**src/rtl/result_check_engine.sv**
```systemverilog
// Streams a result region against a golden region under a bit mask, counting matches and mismatches
// and recording the first failing offset. Also times a DUT run from its run/busy handshake.
module result_check_engine #(
  parameter int ADDR_WIDTH = 12,
  parameter int DATA_WIDTH = 16,
  parameter int CNT_WIDTH  = 13,
  parameter int CYC_WIDTH  = 24,
  parameter int READ_LAT   = 1
) (
  input  logic                  clk,
  input  logic                  reset,
  input  logic                  start,
  input  logic [ADDR_WIDTH-1:0] res_base,
  input  logic [ADDR_WIDTH-1:0] gold_base,
  input  logic [CNT_WIDTH-1:0]  num_results,
  input  logic [DATA_WIDTH-1:0] cmp_mask,
  output logic [ADDR_WIDTH-1:0] res_read_address,
  input  logic [DATA_WIDTH-1:0] res_read_data,
  output logic [ADDR_WIDTH-1:0] gold_read_address,
  input  logic [DATA_WIDTH-1:0] gold_read_data,
  output logic                  busy,
  output logic                  done,
  output logic [CNT_WIDTH-1:0]  match_count,
  output logic [CNT_WIDTH-1:0]  mismatch_count,
  output logic                  first_miss_valid,
  output logic [CNT_WIDTH-1:0]  first_miss_offset,
  input  logic                  dut_run,
  input  logic                  dut_busy,
  output logic [CYC_WIDTH-1:0]  cycle_count,
  output logic                  cycle_valid
);

  typedef enum logic [1:0] {IDLE, ISSUE, DRAIN, DONE} state_t;
  typedef enum logic [1:0] {T_IDLE, T_ARM, T_RUN} tstate_t;

  state_t                state, state_nxt;
  tstate_t               tstate, tstate_nxt;
  logic [CNT_WIDTH-1:0]  num_lat, issue_idx, retire_idx;
  logic [DATA_WIDTH-1:0] mask_lat;
  logic [READ_LAT-1:0]   vld_p, vld_p_nxt;
  logic                  accept, issue, last_issue, retire, miss;

  function automatic logic [CNT_WIDTH-1:0] sat_cnt(input logic [CNT_WIDTH-1:0] v);
    return (&v) ? v : v + CNT_WIDTH'(1);
  endfunction

  function automatic logic [CYC_WIDTH-1:0] sat_cyc(input logic [CYC_WIDTH-1:0] v);
    return (&v) ? v : v + CYC_WIDTH'(1);
  endfunction

  assign accept     = start && (state == IDLE || state == DONE);
  assign issue      = (state == ISSUE);
  assign last_issue = issue && (issue_idx == num_lat - CNT_WIDTH'(1));
  assign vld_p_nxt  = READ_LAT'({vld_p, issue});
  assign retire     = vld_p[READ_LAT-1];
  assign miss       = |((res_read_data ^ gold_read_data) & mask_lat);
  assign busy       = (state == ISSUE) || (state == DRAIN);
  assign done       = (state == DONE);

  always_ff @(posedge clk or posedge reset) begin
    if (reset) state <= IDLE;
    else       state <= state_nxt;
  end

  // An empty pass goes straight to DRAIN so it still shows one busy cycle before DONE.
  always_comb begin
    state_nxt = state;
    case (state)
      IDLE, DONE: begin
        if (start)              state_nxt = (num_results == '0) ? DRAIN : ISSUE;
        else if (state == DONE) state_nxt = IDLE;
      end
      ISSUE:   if (last_issue) state_nxt = DRAIN;
      DRAIN:   if (vld_p_nxt == '0) state_nxt = DONE;
      default: state_nxt = IDLE;
    endcase
  end

  always_ff @(posedge clk or posedge reset) begin
    if (reset) begin
      vld_p             <= '0;
      num_lat           <= '0;
      mask_lat          <= '0;
      issue_idx         <= '0;
      retire_idx        <= '0;
      res_read_address  <= '0;
      gold_read_address <= '0;
      match_count       <= '0;
      mismatch_count    <= '0;
      first_miss_valid  <= 1'b0;
      first_miss_offset <= '0;
    end else begin
      vld_p <= vld_p_nxt;
      if (accept) begin
        num_lat           <= num_results;
        mask_lat          <= cmp_mask;
        issue_idx         <= '0;
        retire_idx        <= '0;
        res_read_address  <= res_base;
        gold_read_address <= gold_base;
        match_count       <= '0;
        mismatch_count    <= '0;
        first_miss_valid  <= 1'b0;
        first_miss_offset <= '0;
      end else begin
        if (issue && !last_issue) begin
          issue_idx         <= issue_idx + CNT_WIDTH'(1);
          res_read_address  <= res_read_address + ADDR_WIDTH'(1);
          gold_read_address <= gold_read_address + ADDR_WIDTH'(1);
        end
        // Tagged data emerges here; retire_idx is the offset of the word being compared.
        if (retire) begin
          retire_idx <= retire_idx + CNT_WIDTH'(1);
          if (miss) begin
            mismatch_count <= sat_cnt(mismatch_count);
            if (!first_miss_valid) begin
              first_miss_valid  <= 1'b1;
              first_miss_offset <= retire_idx;
            end
          end else begin
            match_count <= sat_cnt(match_count);
          end
        end
      end
    end
  end

  always_ff @(posedge clk or posedge reset) begin
    if (reset) tstate <= T_IDLE;
    else       tstate <= tstate_nxt;
  end

  always_comb begin
    tstate_nxt = tstate;
    case (tstate)
      T_IDLE:  if (dut_run && !dut_busy) tstate_nxt = T_ARM;
      T_ARM:   if (dut_busy) tstate_nxt = T_RUN;
      T_RUN:   if (!dut_busy) tstate_nxt = T_IDLE;
      default: tstate_nxt = T_IDLE;
    endcase
  end

  // The busy-fall cycle itself is counted, then the count freezes.
  always_ff @(posedge clk or posedge reset) begin
    if (reset) begin
      cycle_count <= '0;
      cycle_valid <= 1'b0;
    end else if (tstate == T_IDLE) begin
      if (dut_run && !dut_busy) begin
        cycle_count <= '0;
        cycle_valid <= 1'b0;
      end
    end else begin
      cycle_count <= sat_cyc(cycle_count);
      if (tstate == T_RUN && !dut_busy) cycle_valid <= 1'b1;
    end
  end

endmodule

```
**config.mk**
```make
export PLATFORM = sky130hd
export DESIGN_NAME = result_check_engine
export DESIGN_NICKNAME = d
export VERILOG_FILES = /design/src/rtl/result_check_engine.sv
export SDC_FILE = /design/constraint.sdc
export NUM_CORES = 1
export LEC_CHECK = 0
export CAP_MARGIN = 20
export CORE_MARGIN = 8
export CORE_UTILIZATION = 40
export CTS_CLUSTER_DIAMETER = 200
export DETAILED_ROUTE_END_ITERATION = 8
export HOLD_SLACK_MARGIN = 0.12
export PLACE_DENSITY = 0.69
export REMOVE_ABC_BUFFERS = 1
export SLEW_MARGIN = 25
export SYNTH_ARGS = -nofsm -noshare
export SYNTH_HDL_FRONTEND = slang
export SYNTH_SLANG_ARGS = --single-unit
```
**constraint.sdc**
```tcl
create_clock -name clk -period 5.1 [get_ports clk]
set_clock_uncertainty 0.15 [all_clocks]
set_input_delay 1.02 -clock clk [delete_from_list [all_inputs] [get_ports clk]]
set_output_delay 1.02 -clock clk [all_outputs]
set_load 0.02 [all_outputs]
```
### After elaboration in Yosys (flattened, before gate mapping)

Cells that the tools add are included.

* register bits after elaboration: 149
* bits of input ports: 90
* output and inout port bits: 91
* logic and storage cells: 108

* add/subtract/negate cells: 8
* equality and inequality tests: 16
* multiplexer cells: 38
* bitwise gates (word level): 2
* reduce and logical (&&, ||, !) cells: 29

Operator list (count)
* 2-to-1 mux 13 bit: 16
* 2-to-1 mux 24 bit: 3
* adder 13 x 1 -> 13 bit, second input constant: 4
* 2-to-1 mux 12 bit: 4
* AND reduction 13 bit: 2
* adder 12 x 1 -> 12 bit, second input constant: 2
* adder 24 x 1 -> 24 bit, second input constant: 1
* AND reduction 24 bit: 1
* AND 16 bit: 1
* OR reduction 16 bit: 1
* XOR 16 bit: 1
* 2-to-1 mux 2 bit: 7
* inequality test 2 bit, second input constant: 7
* == test 13 bit: 1
* zero test 13 bit: 1
* subtractor 13 x 1 -> 13 bit, second input constant: 1
* one-hot mux 2 bit (3 select lines): 2
* AND reduction 3 bit: 4
* AND reduction 2 bit: 4
* nonzero test 2 bit: 4
* == test 2 bit, second input constant: 3
* 2-to-1 mux 1 bit: 6
* logical AND 1 bit: 5
* == test 2 x 1 -> 1 bit, second input constant: 2
* 6 further kinds: 10

### Longest topological paths before layout

Gate-level depths: netlist of the first run.

* depth in word-level cells: 7
* gate-level depth with buffers: 11
* mapped depth without buffers: 9

### Least setup slack after synthesis of the first run

Ideal clock, no wire load.

* path kind: in2reg
* start point: in gold_read_data[5]
* end point: reg match_count[8]
* library setup time: 0.132 ns
* arrival time: 2.726 ns
* data required time: 4.818 ns
* path slack: 2.092 ns
* stages: 8
* path buffers: 1
* cell sequence: xor2_1 a22oi_1 nand4_1 a2111oi_0 clkbuf_1 nand4_1 xor2_1 nor2_1

* word-level cells in the longest chain between the ends: 5

Ends and longest elaborated chain
* start, declared: line 20 `input logic [DATA_WIDTH-1:0] gold_read_data,`
* XOR 16 bit: line 56 `assign miss = |((res_read_data ^ gold_read_data) & mask_lat);`
* AND 16 bit: line 56
* OR reduction 16 bit: line 56
* inequality test 2 bit (no line)
* AND reduction 3 bit (no line)
* end signal, assigned: line 121 `match_count <= sat_cnt(match_count);`
* end, declared: line 23 `output logic [CNT_WIDTH-1:0] match_count,`

No other way between the ends.
A chain may end at the register's enable or synchronous reset.

### Final worst setup path of the first run

* start point: reg num_lat[0]
* end point: reg issue_idx[1]

* word-level cells in the longest chain between the ends: 6

Ends and longest elaborated chain
* start, declared: line 38 `logic [CNT_WIDTH-1:0] num_lat, issue_idx, retire_idx;`
* start signal, assigned: line 95 `num_lat <= num_results;`
* subtractor 13 x 1 -> 13 bit: line 53 `assign last_issue = issue && (issue_idx == num_lat - CNT_WIDTH'(1));`
* == test 13 bit: line 53
* logical AND 1 bit: line 53
* zero test 1 bit: line 106 `if (issue && !last_issue) begin`
* logical AND 1 bit: line 106
* nonzero test 2 bit (no line)
* end signal, assigned: line 107 `issue_idx <= issue_idx + CNT_WIDTH'(1);`
* end, declared: line 38

No other way between the ends.

==> metrics, run 1 <==
clock insertion delay at the later pin of the skew report 0.42 ns; initial antenna violation count 0; Detailed Route WL about 21 mm; largest net degree at the start of global routing 84; Setup TNS Final 0 ns; Slew headroom 37.8%; overall die width about 160 um; Worst Hold Class reg -> reg; Clock Path Buffers 2; Row Count 51; leakage between 4 and 5 nW; Area growth syn-to-layout 34.7%; Max Freq just under 300 MHz; CP max FO 37; Worst-Margin Slew 0.934 ns; RD Place Congestion about 0.81; synthesized area 7840 um^2; library cells used by synthesis 55; first-pass GRT wire length approximately 34 mm; 1st-iter DRT viols ~360; Final Instance Count excl. Fillers roughly 1300; Post-synth ARST share 100%; final core utilization between 50% and 60%; WP data required 5.22 ns; Die Ht around 160 um; Starting Density about 40%; RSZ-0062 raised after global routing no; minimum clock period ~3.5 ns; YS warnings 0; max-cap viol count 0; clk sinks ~150; overall global routing resource usage between 15 and 20%; Synth Register Bits 149; outcome finished, final reports clean; critical path class reg -> reg; CTS root buf clkbuf_16; CP Capture Type flop; wire per inst roughly 16 um; DR vias slightly below 7000; final hold slack approximately 0.33 ns; fin crit share just under 70%; Die ar. roughly 24000 um^2; port buffer count 180; Cells after Synth 853; # DRC 0; Startpoint Class flop; Diodes inserted 0; total CTS buffers 17; Vias/cell about 5.3; global route overflow 0; cell area after layout between 10000 and 15000 um^2; placed instance count 1271; vias in the first global route slightly below 7000; Cell Area, Placed 9940 um^2; Ports approximately 180; post-CTS resize count 0; final hold viol count 0; DRT antenna net count 0; Multi-input gate area just under 4000 um^2; share of cells above drive strength 1 ~5.3%; Worst EP arrival between 3 and 4 ns; CTS tree yes; H-tree depth 4; Peak supply drop approximately 0.69 mV; Pins Over Slew Limit 0; Fill cells approximately 1800; postcts setup bufs 0; number of flops mapped to enable cells by yosys 0; post-synthesis sequential area ratio a little under half; Mapped Avg Cell Area ~9.2 um^2; Power per Cell Area approximately 480 nW/um^2; DRT Pass-1 Iters 5; Reg clk slew, reported paths 0.06 ns; Hold-fix buffers, CTS 0; final setup fails 0; nets@finish roughly 1100; ys flop type dfrtp_1; post-DP HPWL about 15 mm; Reg area about 3700 um^2; Core ar. 19300 um^2
[power by group]
group / total [W] / switching, W / internal (W)
registers: 0.00180 / 0.000339 / 0.00146
logic: 0.00194 / 0.00112 / 0.000820
clock network: 0.00131 / 0.000510 / 0.000804
total: 0.00505 / 0.00197 / 0.00309
[registers in the layout (all words and copies together), names as in the netlist]
name and flops:
num_lat 13, cycle_count 24, retire 1, tstate 2, mismatch_count 13, retire_idx 13
mask_lat 16, state 2, match_count 13, gold_read_address 12, cycle_valid 1, first_miss_offset 13
issue_idx 13, res_read_address 12, first_miss_valid 1
[metrics by stage]
step                power, W  worst slack (ns)
CTS                  0.00512              1.67
finish               0.00505              1.65
global placement     0.00374              1.39
detailed placement   0.00378              1.38
floorplan            0.00298           -0.0780
global route         0.00541              1.41
[placed cells by master, fill, tap and decap left out, types with 14 or more instances in the layout]
cell	instances
nor4_1	14
nand3_1	35
clkbuf_16	17
mux2i_1	25
xor2_1	46
nand4_1	27
nor2_1	97
or3_1	23
inv_1	22
dfrtp_1	149
nand2_1	132
o21ai_1	19
o21ai_0	17
xnor2_1	26
a31oi_1	20
clkdlybuf4s50_1	180
a21oi_1	25
[path summary, 6_finish.rpt]
check | startpoint | end | slack (ns) | depth (start not counted)
hold reg to reg | mask_lat[12] | mask_lat[12] | 0.33 | 2
min in group asynchronous | reset | mismatch_count[7] | 0.98 | 2
setup / recovery | num_lat[0] | issue_idx[1] | 1.65 | 10
hold / removal | mask_lat[12] | mask_lat[12] | 0.33 | 2
setup reg to reg | num_lat[0] | issue_idx[1] | 1.65 | 10
max in group asynchronous | reset | res_read_address[3] | 3.01 | 3
[critical path, stage by stage, from the launching register on]
cell and delay [ns]:
dfrtp_1 0.42, inv_1 0.10, ha_1 0.20, nor2b_1 0.29, a21oi_1 0.10, and4b_1 0.27
nand4_1 0.29, o31ai_4 0.91, buf_12 0.28, mux2i_1 0.21, nor2_1 0.05
[synth_stat cells (4+ instances only)]
cell	number	area share, %
dfrtp_1	149	48
nand2_1	133	6.4
nor2_1	98	4.7
xor2_1	46	5.1
nand3_1	35	2.2
nand4_1	27	2.2
xnor2_1	26	2.9
a21oi_1	25	1.6
mux2i_1	25	3.2
clkbuf_1	23	1.1
inv_1	23	1.1
or3_1	23	1.8
a31oi_1	20	1.6
o21ai_1	19	1.2
o21ai_0	17	1.1
nor4_1	14	1.1
and3_1	13	1.0
nor3_1	13	0.83
or4_1	13	1.2
o31ai_1	12	1.1
ha_1	11	1.8
a22oi_1	9	0.86
and4_1	7	0.78
o211ai_1	7	0.67
buf_2	5	0.32
buf_1	4	0.19
nor2b_1	4	0.32
nor4b_1	4	0.45
o311ai_1	4	0.45
or2_1	4	0.32
or2_2	4	0.32
[layer usage]
metal	global-route usage [%]	vias to the layer above	routed length, um
li1	-	3374	-
met1	23.1	3318	9700
met2	27.6	171	9560
met3	4.24	16	1160
met4	4.81	0	236
met5	0	-	0
[layout make-up]
type                    instances  share of cell area (%)
clock buffers                  19                    4.29
clock inverters                13                    1.62
inverters                      23                   0.865
multi-input cells             646                    36.8
flip-flops and latches        149                    35.3
well taps                     265                    3.14
repair buffers                188                    18.0
[cell families (layout without fill, tap and decap cells)]
kind of cell,count (synthesis),in the layout,synth area share [%]
fa+ha+maj,11,11,1.75
flops,149,149,47.5
compound gates,129,129,10.8
simple gates,409,409,25.6
mux,25,25,3.19
xor+xnor,72,72,8.04
buf+inv,58,243,3.09
No activity file was read; power rests on OpenSTA's default activity.
==> run 2, diff against run 1 <==
- PLACE_DENSITY: 0.69 -> 0.66
- clock period: 5.1 -> 3.35 ns (I/O delays scaled with it)
==> metrics, run 2 (synthesis gave the netlist of run 1 again) <==
RSZ-0062 raised after global routing no; CP Capture Type flop; fin crit share between 90% and 100%; Die ar. about 24000 um^2; Reg with most FFs cycle_count; Hold-fix buffers, CTS 0; Pins Over Slew Limit 0; initial antenna violation count 0; switching part of the total ~40%; postcts setup bufs 0; max incr delay on CP between 0.5 and 0.6 ns; cell area after layout about 11000 um^2; DRT Pass-1 Iters 5; Setup TNS Final 0 ns; total CTS buffers 17; P_sw around 0.003 W; final hold viol count 0; port buffer count 180; H-tree depth 4; share of cells above drive strength 1 5.66%; most frequent cells in the layout 180 x clkdlybuf4s50_1, 149 x dfrtp_1, 132 x nand2_1; Clock Path Buffers 2; largest net degree at the start of global routing 63; final setup fails 0; DR vias roughly 6800; Detailed Route WL 21.1 mm; Largest regs cycle_count (24), mask_lat (16); Reg clk slew, reported paths approximately 0.06 ns; outcome finished, final reports clean; global route overflow 0; Ports 181; Startpoint Class flop; nets@finish between 1000 and 1500; Max Freq around 330 MHz; max reg flops 24; Cell Area, Placed around 10000 um^2; clock insertion delay at the later pin of the skew report roughly 0.42 ns; Row Count 51; critical path class reg -> reg; max-cap viol count 0; Core ar. a little under 20000 um^2; Fill cells between 1500 and 2000; vias in the first global route about 6700; Seq pwr share a little over a third; WP data required between 3 and 4 ns; Peak supply drop just under 0.6 mV; DRT antenna net count 0; Slew headroom 50.3%; Power per Cell Area just over 700 nW/um^2; Logic pwr share a little under 40%; Worst Hold Class reg -> reg; minimum clock period slightly above 3 ns; # DRC 0; 1st-iter DRT viols 418; post-DP HPWL between 15 and 20 mm; Starting Density roughly two fifths; power share of the clock group 24.0%; Worst-Margin Slew approximately 0.73 ns; leakage around 4.5 nW; post-CTS resize count 0; clk sinks about 150; CP max FO between 50 and 60; CP cell instances inv_1 -> ha_1 -> nor3b_1 -> nand2_1 -> mux2i_1 -> a21oi_1 -> o31ai_4 -> buf_12 -> or4_1 -> a31oi_1; Int Pwr ~0.0046 W; RD Place Congestion between 0.8 and 0.9; Worst EP arrival about 3.2 ns; Reg area around 3700 um^2; Area growth syn-to-layout 34.7%; overall die width 156 um; wire per inst 16.1 um; commonest non-fill, non-tap cell in the layout clkdlybuf4s50_1; CTS tree yes; Diodes inserted 0; CTS root buf clkbuf_16; Die Ht ~160 um; slowest CP cell or4_1; Vias/cell around 5.2; overall global routing resource usage roughly 18%; Multi-input gate area slightly below 4000 um^2; first-pass GRT wire length roughly 35 mm
## run 2: cell types whose count changed in the layout (fill, tap and decap cells not counted), sizes merged
cell / delta
clkinv: -3
clkinvlp: +5
clkbuf: +1
buf: +6
inv: -2
bufinv: -2
## run 2: cell type report
cell class                      instances  area share (%)
Clock buffer                           20            4.32
Timing Repair Buffer                  194            18.6
Clock inverter                         11           0.971
Inverter                               23           0.864
Multi-Input combinational cell        646            36.8
Tap cell                              265            3.14
Sequential cell                       149            35.3
## run 2: power by group through the flow
stage / Combinational (W) / Sequential (W) / Clock, W
floorplan: 0.00166 / 0.00288 / 0
global placement: 0.00301 / 0.00276 / 0
detailed placement: 0.00307 / 0.00278 / 0
CTS: 0.00308 / 0.00275 / 0.00187
global route: 0.00339 / 0.00283 / 0.00195
finish: 0.00303 / 0.00275 / 0.00183
## run 2: final timing paths
| check | start | depth (start not counted) | endpoint | slack, ns |
|---|---|---|---|---|
| min | mask_lat[4] | 2 | mask_lat[4] | 0.33 |
| max | num_lat[0] | 10 | res_read_address[9] | 0.29 |
| max reg2reg | num_lat[0] | 10 | res_read_address[9] | 0.29 |
| min reg2reg | mask_lat[4] | 2 | mask_lat[4] | 0.33 |
| min in group asynchronous | reset | 2 | retire_idx[10] | 0.56 |
| max in group asynchronous | reset | 3 | retire | 1.71 |
## run 2: stage by stage
step                      instances  setup WS [ns]  hold WS (ns)  power, W  utilization, %
after floorplan                 818          -1.48         0.296   0.00454               -
after global placement         1277          0.389         0.311   0.00578            51.8
after detailed placement       1277          0.360         0.313   0.00585            51.8
after CTS                      1308          0.319         0.329   0.00770            54.7
after global routing           1308         0.0663         0.342   0.00817            54.7
final                          1308          0.292         0.327   0.00760            54.7
## run 2: worst max-delay path: cells and delay by family (launching register included)
family / cells / cell delay [ns]
adders and majority gates: 1 / 0.19
DFF: 1 / 0.42
and+or+nand+nor: 3 / 1.03
AOI/OAI and AO/OA: 3 / 0.70
buffers and inverters: 2 / 0.30
muxes: 1 / 0.15
## run 2: metal layers
metal | track usage, % | share of wire, % | wire (um) | vias to the layer above
met1 | 24.4 | 47 | 9980 | 3265
met5 | 0 | 0 | 0 | -
met2 | 28.3 | 46 | 9690 | 150
met3 | 4.52 | 6.1 | 1290 | 12
li1 | - | - | - | 3389
met4 | 3.74 | 0.68 | 144 | 0
==> run 3, diff against run 2 <==
- PLACE_DENSITY: 0.66 -> not set
- PLACE_DENSITY_LB_ADDON: not set -> 0.1
==> metrics, run 3 (synthesis gave the netlist of run 1 again) <==
outcome finished, final reports clean; final hold viol count 0; Row Count between 50 and 60; clock insertion delay at the later pin of the skew report between 0.4 and 0.5 ns; most frequent cells in the layout 180 x clkdlybuf4s50_1, 149 x dfrtp_1, 132 x nand2_1; Clock Path Buffers 2; max reg flops 24; Startpoint Class flop; final setup fails 0; Vias/cell a little over 5; overall global routing resource usage approximately 17%; DRT Pass-1 Iters 5; Power per Cell Area a little over 700 nW/um^2; delay-heaviest family, CP simple AND/OR/NAND/NOR gates; Starting Density roughly 41%; CP max FO 30; Core ar. roughly 19000 um^2; CTS root buf clkbuf_16; H-tree depth 4; DRT antenna net count 0; CP Capture Type flop; CP cell instances or4_4 -> o311ai_2 -> a2bb2oi_2 -> o2bb2ai_2 -> o31ai_4 -> buf_4 -> or4_1 -> a31oi_1; Largest regs cycle_count (24), mask_lat (16); overall power 0.00752 W; Worst Hold Class reg -> reg; Slew headroom 57.1%; cell area after layout 10600 um^2; first-pass GRT wire length 34.1 mm; max incr delay on CP approximately 0.59 ns; Buf/Inv on CP 1; Area growth syn-to-layout 34.8%; largest net degree at the start of global routing 65; total CTS buffers 17; RSZ-0062 raised after global routing no; post-DP HPWL 15.2 mm; Pins Over Slew Limit 0; Peak supply drop approximately 0.4 mV; 1st-iter DRT viols 281; Cell Area, Placed approximately 10000 um^2; minimum clock period around 2.9 ns; Ports around 180; Detailed Route WL approximately 20 mm; global route overflow 0; vias in the first global route around 6500; Max Freq roughly 340 MHz; Worst EP arrival 3.14 ns; RD Place Congestion 0.797; critical path class reg -> reg; post-CTS resize count 0; Fill cells roughly 1800; fin crit share around 88%; overall die width 156 um; WP data required 3.54 ns; initial antenna violation count 0; Final Instance Count excl. Fillers approximately 1300; share of cells above drive strength 1 between 6 and 7%; nets@finish between 1000 and 1500; commonest non-fill, non-tap cell in the layout clkdlybuf4s50_1; slowest CP cell or4_4; Die Ht about 160 um; Hold-fix buffers, CTS 0; Reg with most FFs cycle_count; port buffer count 180; CTS tree yes; DR vias between 6000 and 7000; Reg clk slew, reported paths approximately 0.060 ns; leakage ~4.5 nW; Die ar. 24300 um^2; max-cap viol count 0; wire per inst 15.6 um; Worst-Margin Slew around 0.64 ns; placed instance count 1282; postcts setup bufs 0; # DRC 0; Diodes inserted 0; clk sinks 149
## run 3: changes by cell type in the layout (fill, tap and decap cells not counted)
cell,change
buf_12,-2
buf_4,+7
bufinv_16,-1
clkbuf_8,-2
clkinv_2,-2
inv_6,+4
inv_8,+2
## run 3: area by class of cell
class / count / area [um^2] / area share (%)
clock inverters: 14 / 120 / 1.14
flip-flops and latches: 149 / 3730 / 35.3
clock buffers: 18 / 429 / 4.06
inverters: 23 / 91.3 / 0.864
well taps: 265 / 332 / 3.14
repair buffers: 199 / 1980 / 18.7
multi-input cells: 646 / 3890 / 36.8
## run 3: final timing paths
| path | slack [ns] | cells after the start | startpoint | to |
|---|---|---|---|---|
| max | 0.40 | 8 | num_lat[3] | res_read_address[10] |
| min | 0.33 | 2 | mask_lat[10] | mask_lat[10] |
| max reg2reg | 0.40 | 8 | num_lat[3] | res_read_address[10] |
| min reg2reg | 0.33 | 2 | mask_lat[10] | mask_lat[10] |
| max in group asynchronous | 1.84 | 3 | reset | gold_read_address[0] |
| min in group asynchronous | 0.55 | 2 | reset | tstate[0] |
## run 3: worst min-delay path: cells and delay by family (launching register included)
| family | cells | cell delay [ns] |
|---|---|---|
| AND/OR/NAND/NOR | 2 | 0.10 |
| flip-flops | 1 | 0.34 |
## run 3: where the power goes
part | internal, W | total, W | switching, W
Combinational | 0.00130 | 0.00300 | 0.00171
Clock | 0.000970 | 0.00179 | 0.000817
Sequential | 0.00223 | 0.00273 | 0.000498
## run 3: through the flow
stage	worst slack, ns	utilization, %	setup TNS, ns	hold slack (ns)
6_report	0.401	54.7	0	0.330
3_3_place_gp	0.394	51.8	0	0.312
3_5_place_dp	0.366	51.8	0	0.316
5_1_grt	0.232	54.7	0	0.345
4_1_cts	0.396	54.7	0	0.333
2_1_floorplan	-1.48	-	-343.23	0.296
## run 3: per-layer routing
| metal | global-route usage [%] | vias to the layer above | wire (um) |
|---|---|---|---|
| li1 | - | 3390 | - |
| met1 | 21.9 | 3225 | 9130 |
| met2 | 29.2 | 113 | 10300 |
| met3 | 3.82 | 15 | 843 |
| met4 | 4.39 | 0 | 201 |
| met5 | 0 | - | 0 |
